==> config.mk <==
export PLATFORM = sky130hd
export DESIGN_NAME = tma_event_counter
export DESIGN_NICKNAME = d
export VERILOG_FILES = /design/src/rtl/tma_event_counter.sv
export SDC_FILE = /design/constraint.sdc
export NUM_CORES = 1
export LEC_CHECK = 0
export ABC_CLOCK_PERIOD_IN_PS = 3400
export CELL_PAD_IN_SITES_DETAIL_PLACEMENT = 2
export CELL_PAD_IN_SITES_GLOBAL_PLACEMENT = 2
export CORE_MARGIN = 3
export CORE_UTILIZATION = 28
export CTS_BUF_LIST = sky130_fd_sc_hd__clkbuf_4
export CTS_CLUSTER_DIAMETER = 50
export DETAILED_ROUTE_END_ITERATION = 16
export GPL_TIMING_DRIVEN = 1
export MAX_ROUTING_LAYER = met4
export PLACE_DENSITY_LB_ADDON = 0.2
export RECOVER_POWER = 100
export SYNTH_ARGS = -nofsm -noshare
export SYNTH_HDL_FRONTEND = slang
export SYNTH_SLANG_ARGS = --single-unit
==> constraint.sdc <==
create_clock -name clk -period 3.4 [get_ports clk]
set_input_delay 0.51 -clock clk [delete_from_list [all_inputs] [get_ports clk]]
set_output_delay 0.51 -clock clk [all_outputs]
set_load 0.03 [all_outputs]
==> src/rtl/tma_event_counter.sv <==
// TMA event counter unit: per-slot decode/retire event accumulation with a registered read port.
// Optional registered derived metrics (addresses 8-11) are built when TMA_DERIVED_EN is defined.
module tma_event_counter #(
    parameter int CNT_W         = 64,
    parameter int FLUSH_PENALTY = 4
) (
    input  logic             clk,
    input  logic             rst_n,
    input  logic             en_i,
    input  logic             clr_i,
    input  logic             halt_i,
    input  logic             dec0_vld_i,
    input  logic             dec1_vld_i,
    input  logic             backend_stall_i,
    input  logic             flush_i,
    input  logic             retire0_i,
    input  logic             retire1_i,
    input  logic             rd_en_i,
    input  logic [3:0]       rd_addr_i,
    output logic [CNT_W-1:0] rd_data_o,
    output logic             rd_vld_o,
    output logic             frozen_o
);

    typedef enum logic [1:0] {IDLE, COUNT, FROZEN} state_t;

    localparam int A_CYC = 0;
    localparam int A_SLT = 1;
    localparam int A_INS = 2;
    localparam int A_BUB = 3;
    localparam int A_FE  = 4;
    localparam int A_BE  = 5;
    localparam int A_RET = 6;
    localparam int A_FLU = 7;

    state_t           state;
    logic [CNT_W-1:0] cnt [8];
    logic [1:0]       inc [8];
    logic [1:0]       n_dec;
    logic [CNT_W-1:0] rd_mux;

    // Increment of 0..2 that sticks at all-ones instead of wrapping.
    function automatic logic [CNT_W-1:0] sat_add(input logic [CNT_W-1:0] a, input logic [1:0] b);
        logic [CNT_W:0] s;
        s = {1'b0, a} + {{(CNT_W-1){1'b0}}, b};
        return s[CNT_W] ? '1 : s[CNT_W-1:0];
    endfunction

    assign n_dec = {1'b0, dec0_vld_i} + {1'b0, dec1_vld_i};

    // NOTE: every output of a combinational block gets a default first so no latch is inferred.
    always_comb begin
        for (int i = 0; i < 8; i++) inc[i] = 2'd0;
        if (state == COUNT) begin
            inc[A_CYC] = 2'd1;
            inc[A_SLT] = 2'd2;
            inc[A_INS] = n_dec;
            inc[A_BUB] = 2'd2 - n_dec;
            if (backend_stall_i) inc[A_BE] = n_dec;
            else                 inc[A_FE] = n_dec;
            inc[A_RET] = {1'b0, retire0_i} + {1'b0, retire1_i};
            inc[A_FLU] = {1'b0, flush_i};
        end
    end

    // NOTE: state and counters use non-blocking assignments so every flop samples pre-edge values.
    always_ff @(posedge clk or negedge rst_n) begin
        if (!rst_n) begin
            state    <= IDLE;
            frozen_o <= 1'b0;
        end else if (clr_i) begin
            state    <= IDLE;
            frozen_o <= 1'b0;
        end else begin
            case (state)
                IDLE:    if (en_i) state <= COUNT;
                COUNT:   if (halt_i) begin
                             state    <= FROZEN;
                             frozen_o <= 1'b1;
                         end
                default: state <= state;
            endcase
        end
    end

    // NOTE: the counter array is a bank of flops, not a RAM, so it is reset like any other register.
    always_ff @(posedge clk or negedge rst_n) begin
        if (!rst_n) begin
            for (int i = 0; i < 8; i++) cnt[i] <= '0;
        end else if (clr_i) begin
            for (int i = 0; i < 8; i++) cnt[i] <= '0;
        end else begin
            for (int i = 0; i < 8; i++) cnt[i] <= sat_add(cnt[i], inc[i]);
        end
    end

`ifdef TMA_DERIVED_EN
    logic [CNT_W-1:0] flush_rec_c;
    logic [CNT_W-1:0] flush_rec_q;
    logic [CNT_W-1:0] fe_bound_q;
    logic [CNT_W-1:0] bad_spec_q;
    logic [CNT_W-1:0] retired_q;

    assign flush_rec_c = cnt[A_FLU] * CNT_W'(2 * FLUSH_PENALTY);

    // Derived metrics are all computed from the same counter snapshot, one cycle behind.
    always_ff @(posedge clk or negedge rst_n) begin
        if (!rst_n) begin
            flush_rec_q <= '0;
            fe_bound_q  <= '0;
            bad_spec_q  <= '0;
            retired_q   <= '0;
        end else if (clr_i) begin
            flush_rec_q <= '0;
            fe_bound_q  <= '0;
            bad_spec_q  <= '0;
            retired_q   <= '0;
        end else begin
            flush_rec_q <= flush_rec_c;
            fe_bound_q  <= (cnt[A_FE] > flush_rec_c) ? cnt[A_FE] - flush_rec_c : '0;
            bad_spec_q  <= (cnt[A_INS] > cnt[A_RET]) ? cnt[A_INS] - cnt[A_RET] : '0;
            retired_q   <= cnt[A_RET];
        end
    end
`endif

    always_comb begin
        rd_mux = '0;
        if (!rd_addr_i[3]) begin
            rd_mux = cnt[rd_addr_i[2:0]];
        end
`ifdef TMA_DERIVED_EN
        else begin
            case (rd_addr_i[2:0])
                3'd0:    rd_mux = flush_rec_q;
                3'd1:    rd_mux = fe_bound_q;
                3'd2:    rd_mux = bad_spec_q;
                3'd3:    rd_mux = retired_q;
                default: rd_mux = '0;
            endcase
        end
`endif
    end

    // Read data holds between requests; a read beside clr_i still sees the pre-clear value.
    always_ff @(posedge clk or negedge rst_n) begin
        if (!rst_n) begin
            rd_vld_o  <= 1'b0;
            rd_data_o <= '0;
        end else begin
            rd_vld_o <= rd_en_i;
            if (rd_en_i) rd_data_o <= rd_mux;
        end
    end

endmodule

After elaboration in Yosys (flattened, before gate mapping)
Cells that the tools add are included.
Word-level totals
  flip-flop bits (word level): 580
  input bits: 16
  output and inout port bits: 66
  logic and storage cells: 57
Operators by class
  $add $sub $neg: 11
  magnitude comparators: 1
  equal/unequal tests: 3
  multiplexer cells: 23
  bitwise operators: 1
  reductions and logical operators: 6
Operator list (number)
  $mux W64: 11
  $mux W512: 1
  $add A64 B2 Y65: 7
  $bmux W64 S3: 1
  $add A64 B1 Y65: 1
  $mux W15: 1
  $mux W2: 5
  $ne A3 B3 Y1 const B: 2
  $add A1 B1 Y2: 2
  $ge A4 B4 Y1 const B: 1
  $not A3 Y4: 1
  $pmux W2 S2: 1
  $reduce_bool A2 Y1: 2
  $mux W1: 3
  $reduce_and A3 Y1: 1
  $reduce_bool A3 Y1: 1
  $eq A2 B1 Y1 const B: 1
  $logic_not A2 Y1: 1
  $reduce_and A2 Y1: 1
  $sub A2 B2 Y2 const A: 1

Depth between registers and ports, before layout
  word-level depth: 6
  mapped depth: 14
  depth with buffers taken out: 13

Worst setup path before layout
OpenSTA, ideal clock, no wires.
  path type: register to register
  start point: register state[1]
  end point: register cnt[192] (netlist bit)
  setup time: 78 ps
  arrival time: 3302 ps
  required time: 3322 ps
  setup slack: 21 ps
  cell stages (with the launch flop): 15
  clock period less this slack: 3379 ps
  cell sequence: dfrtp_1 nor2b_1 clkbuf_1 and2_1 nor2b_1 ha_1 inv_1 fa_1 and3b_1 and4_1 nand4b_1 or3_1 clkbuf_1 clkbuf_1 a21oi_1
On the way
  cells in the longest elaborated chain, start to end: 5
Ends and longest elaborated chain
  from (decl): RTL line 36  | state_t state;
  from (signal assigned): RTL line 81  | default: state <= state;
  $eq A2 B1 Y1: RTL line 54  | if (state == COUNT) begin
  $mux W15: RTL line 54
  $add A64 B2 Y65: RTL line 45  | s = {1'b0, a} + {{(CNT_W-1){1'b0}}, b};
  $mux W64: RTL line 46  | return s[CNT_W] ? '1 : s[CNT_W-1:0];
  $mux W512: RTL line 90  | end else if (clr_i) begin
  to (decl): RTL line 37  | logic [CNT_W-1:0] cnt [8];
No other way between the ends.
A chain may end at the register's enable or synchronous reset.

Worst setup path in the final report
  start point: register state[1]
  end point: register cnt[117] (netlist bit)
The elaborated chain is that of the path after synthesis.

==> flow_metrics.tcl <==
set metrics [dict create \
    status "finished, violations left" \
    violations "capacitance limit, slew limit" \
    dr.pass1.iters 5 \
    cts_buffers 178 \
    synth_top_cell_by_area "dfrtp_1" \
    drt_iter0_drc 1683 \
    start_kind "flip-flop" \
    yosys_most_used_dff "dfrtp_1" \
    slowest_stage "or4_4" \
    synth_enable_flop_cells 0 \
    clockBufferDepth 3 \
    wl_per_cell_um 26.4 \
    tightest_slew_ns 1.98 \
    ant_nets 0 \
    cp.arrival_ns 4.39 \
    grtUsageTotal_pct 23.2 \
    route.detailed.drc 0 \
    p_seq_share_pct 47.8 \
    die_y_um 351 \
    drv_slew 405 \
    placementRows 125 \
    grt-ovfl-total 0 \
    fillers 12800 \
    async_flop_share_pct 100 \
    cpMostUsedCell "buf_6" \
    vias_per_cell 5.51 \
    final.setup_skew_ns 0.0834 \
    root_buffer "clkbuf_4" \
    fmax_ghz 0.294 \
    finalHoldViolations 0 \
    period_minus_slack_ns 3.40 \
    slew-limit-headroom_pct -32.0 \
    endpoint_kind "flip-flop" \
    ios 82 \
    clkSinkCount 580 \
    grt_setup_unrepaired "true" \
    crit_chain "nor2b_4 > buf_12 > and2_4 > ha_4 > inv_2 > fa_2 > nand3b_1 > or4_4 > buf_6 > nor4_4 > buf_6 > nand2_4 > clkbuf_16 > a21oi_1" \
    place_area_sq_mm 0.0373 \
    max_stage_delay_ns 0.55 \
    ir_drop_uv 257 \
    die_x_um 351 \
    ys_types 57 \
    swShare_pct 27.7 \
    ys_ff_latch 580 \
    synth.most_common_cell "dfrtp_1" \
    syn_area_sq_mm 0.0333 \
    power_switching_uw 4020 \
    hold_class "in2reg" \
    combPwrFrac_pct 4.7 \
    area_growth_pct 20.7 \
    p_int_uw 10500 \
    coreArea_sq_mm 0.117 \
    cts_tree "done" \
    setup_viol 0 \
    cp.required_ns 4.39 \
    place_hpwl_um 100000 \
    power_uw 14500 \
    clkTransAtPathRegs_ns 0.07 \
    critPathKind "reg2reg" \
    dp_worst_setup_slack_ns -0.868 \
    synth.avg_cell_area_sq_um 9.80 \
    cap_violations 7 \
    power.share.clock_pct 47.5 \
    setup_ws_ns 0.00197 \
    num_vias 29500 \
    yosysWarningCount 0 \
    htreeDepth 4 \
    power_density_mw_per_mm2 361 \
    dieArea_sq_mm 0.123 \
    antenna_found_initial 13 \
    grt_max_degree 154 \
    drive_gt1_share_pct 20.0 \
    post-route-period-util_pct 99.9 \
    drt-total-wl_um 141000 \
    insertion_delay_ns 1.12 \
    grt_pass1_wl_um 209000 \
    yosysTopAreaCellShare_pct 43.5 \
    gp_congestion 0.816 \
    yosysSeqAreaShare_pct 43.5 \
    worstPathMaxFanout 9 \
    synth_commonest_cells "580 x dfrtp_1, 489 x a21oi_1, 237 x xnor2_1" \
    p_leak_uw 0.0157 \
    synthTopCellsByArea "dfrtp_1 44%, mux4_2 8.6%, a21oi_1 7.3%" \
    netlist_instances 3403 \
    portBuffers 81 \
    floorplan.initialDensity_pct 28.5 \
    stdcell_area_sq_mm 0.0403 \
    num-nets-final 3746 \
    syn-num-nets 3442 \
    whs_ns 0.204 \
    grt_pass1_vias 31500 \
    fin_util_pct 34.4 \
]
-- stage by stage --
| step | instances | setup TNS (ns) |
|---|---|---|
| after floorplan | 3403 | 0 |
| after global placement | 5023 | -167.35 |
| after detailed placement | 5023 | -177.02 |
| after CTS | 5335 | 0 |
| after global routing | 5352 | -7.09 |
| final | 5353 | 0 |
-- placed cells by master (no fill, tap or decap), types with 9 or more instances in the layout --
cell             Yosys  layout
dlygate4sd3_1        0      71
buf_12               0      24
nand2_1            216     211
or4_1               19      14
buf_6                0      12
xnor2_1            237     237
and3_1              81      80
o22ai_1             64      64
nor2b_1             13      11
dfrtp_1            580     580
nor4_2               6      15
a21oi_2              1      43
nor4_1              79      64
and4_1              37      36
nand3_1            218     216
clkinv_2             0      10
or3_1               19      14
inv_1              137     134
clkbuf_4             0     244
or2_2               13      13
xor2_1             218     218
clkinv_1             0      29
clkbuf_1           162      10
mux4_2             128     128
ha_1                18      15
nor3_2               3      10
a21oi_1            489     445
nand4_1            176     176
clkbuf_2             1      11
nor3_1             101      93
and2_1              23      20
mux2i_1             72      72
clkdlybuf4s50_1      0       9
nor2_1             181     179
buf_4                0     168
-- metal layers --
metal  up-vias  track usage (%)  routed length (um)
met1     15600             31.3               64700
li1      13100                -                   -
met5         -                -                   0
met2       608             35.0               65800
met3       227             3.70                6310
met4         0             8.80                4350
-- cell type report --
cell class              count  area [sq um]  area share (%)
repair buffers            317          3030            7.53
inverters                 137           514            1.28
flip-flops and latches    580         14500            36.1
diodes                      4          10.0          0.0249
clock buffers             244          1830            4.55
multi-input cells        2493         18200            45.1
clock inverters            54           292           0.724
well taps                1524          1910            4.74
-- worst max-delay path, delay by kind of cell (launching register included) --
family | cells | cell delay (ns)
adders and majority gates | 2 | 0.47
DFF | 1 | 0.41
and+or+nand+nor | 6 | 1.53
AOI/OAI and AO/OA | 1 | 0.12
buffers and inverters | 5 | 0.79
-- kinds of logic after synthesis --
| family | count (synthesis) | share of synthesized area (%) |
|---|---|---|
| AND/OR/NAND/NOR | 1213 | 19.4 |
| AO/OA/AOI/OAI | 601 | 9.62 |
| adder cells (fa/ha/maj) | 23 | 0.976 |
| buffers and inverters | 331 | 3.76 |
| XOR/XNOR | 455 | 12.0 |
| multiplexers | 200 | 10.8 |
| flip-flops | 580 | 43.5 |
-- registers in the layout, summed over array words and instances, names as in the netlist --
register	flops
cnt	512
frozen_o	1
rd_data_o	64
rd_vld_o	1
state	2
-- timing repair --
action | in CTS | in global routing
endpoints found under the hold margin | 632 | 0
gates resized for setup | 28 | 107
hold buffers | 6 | 0
pin swaps | 5 | 18
cloned | 0 | 13
buffers inserted | 8 | 3
setup endpoints to repair | 260 | 259
-- power by group through the flow --
stage	Sequential [uW]	Clock, uW	Combinational [uW]
2_1_floorplan	7060	0	311
3_3_place_gp	7060	0	696
3_5_place_dp	7060	0	703
4_1_cts	6940	7210	724
5_1_grt	6940	7590	758
6_report	6940	6890	688
-- path summary, 6_finish.rpt --
check / startpoint / endpoint / slack (ns) / cells past startpoint
setup reg to reg: state[1]$_DFFE_PN0P_ / cnt[117]$_DFF_PN0_ / 0.002 / 14
min in group asynchronous: rst_n / cnt[208]$_DFF_PN0_ / 1.17 / 3
setup / recovery: state[1]$_DFFE_PN0P_ / cnt[117]$_DFF_PN0_ / 0.002 / 14
hold / removal: rd_en_i / rd_data_o[37]$_DFFE_PN0P_ / 0.20 / 3
max in group asynchronous: rst_n / cnt[442]$_DFF_PN0_ / 0.23 / 3
hold reg to reg: frozen_o$_DFFE_PN0P_ / frozen_o$_DFFE_PN0P_ / 0.52 / 2
Note: power is estimated with default switching activity, not from simulation.
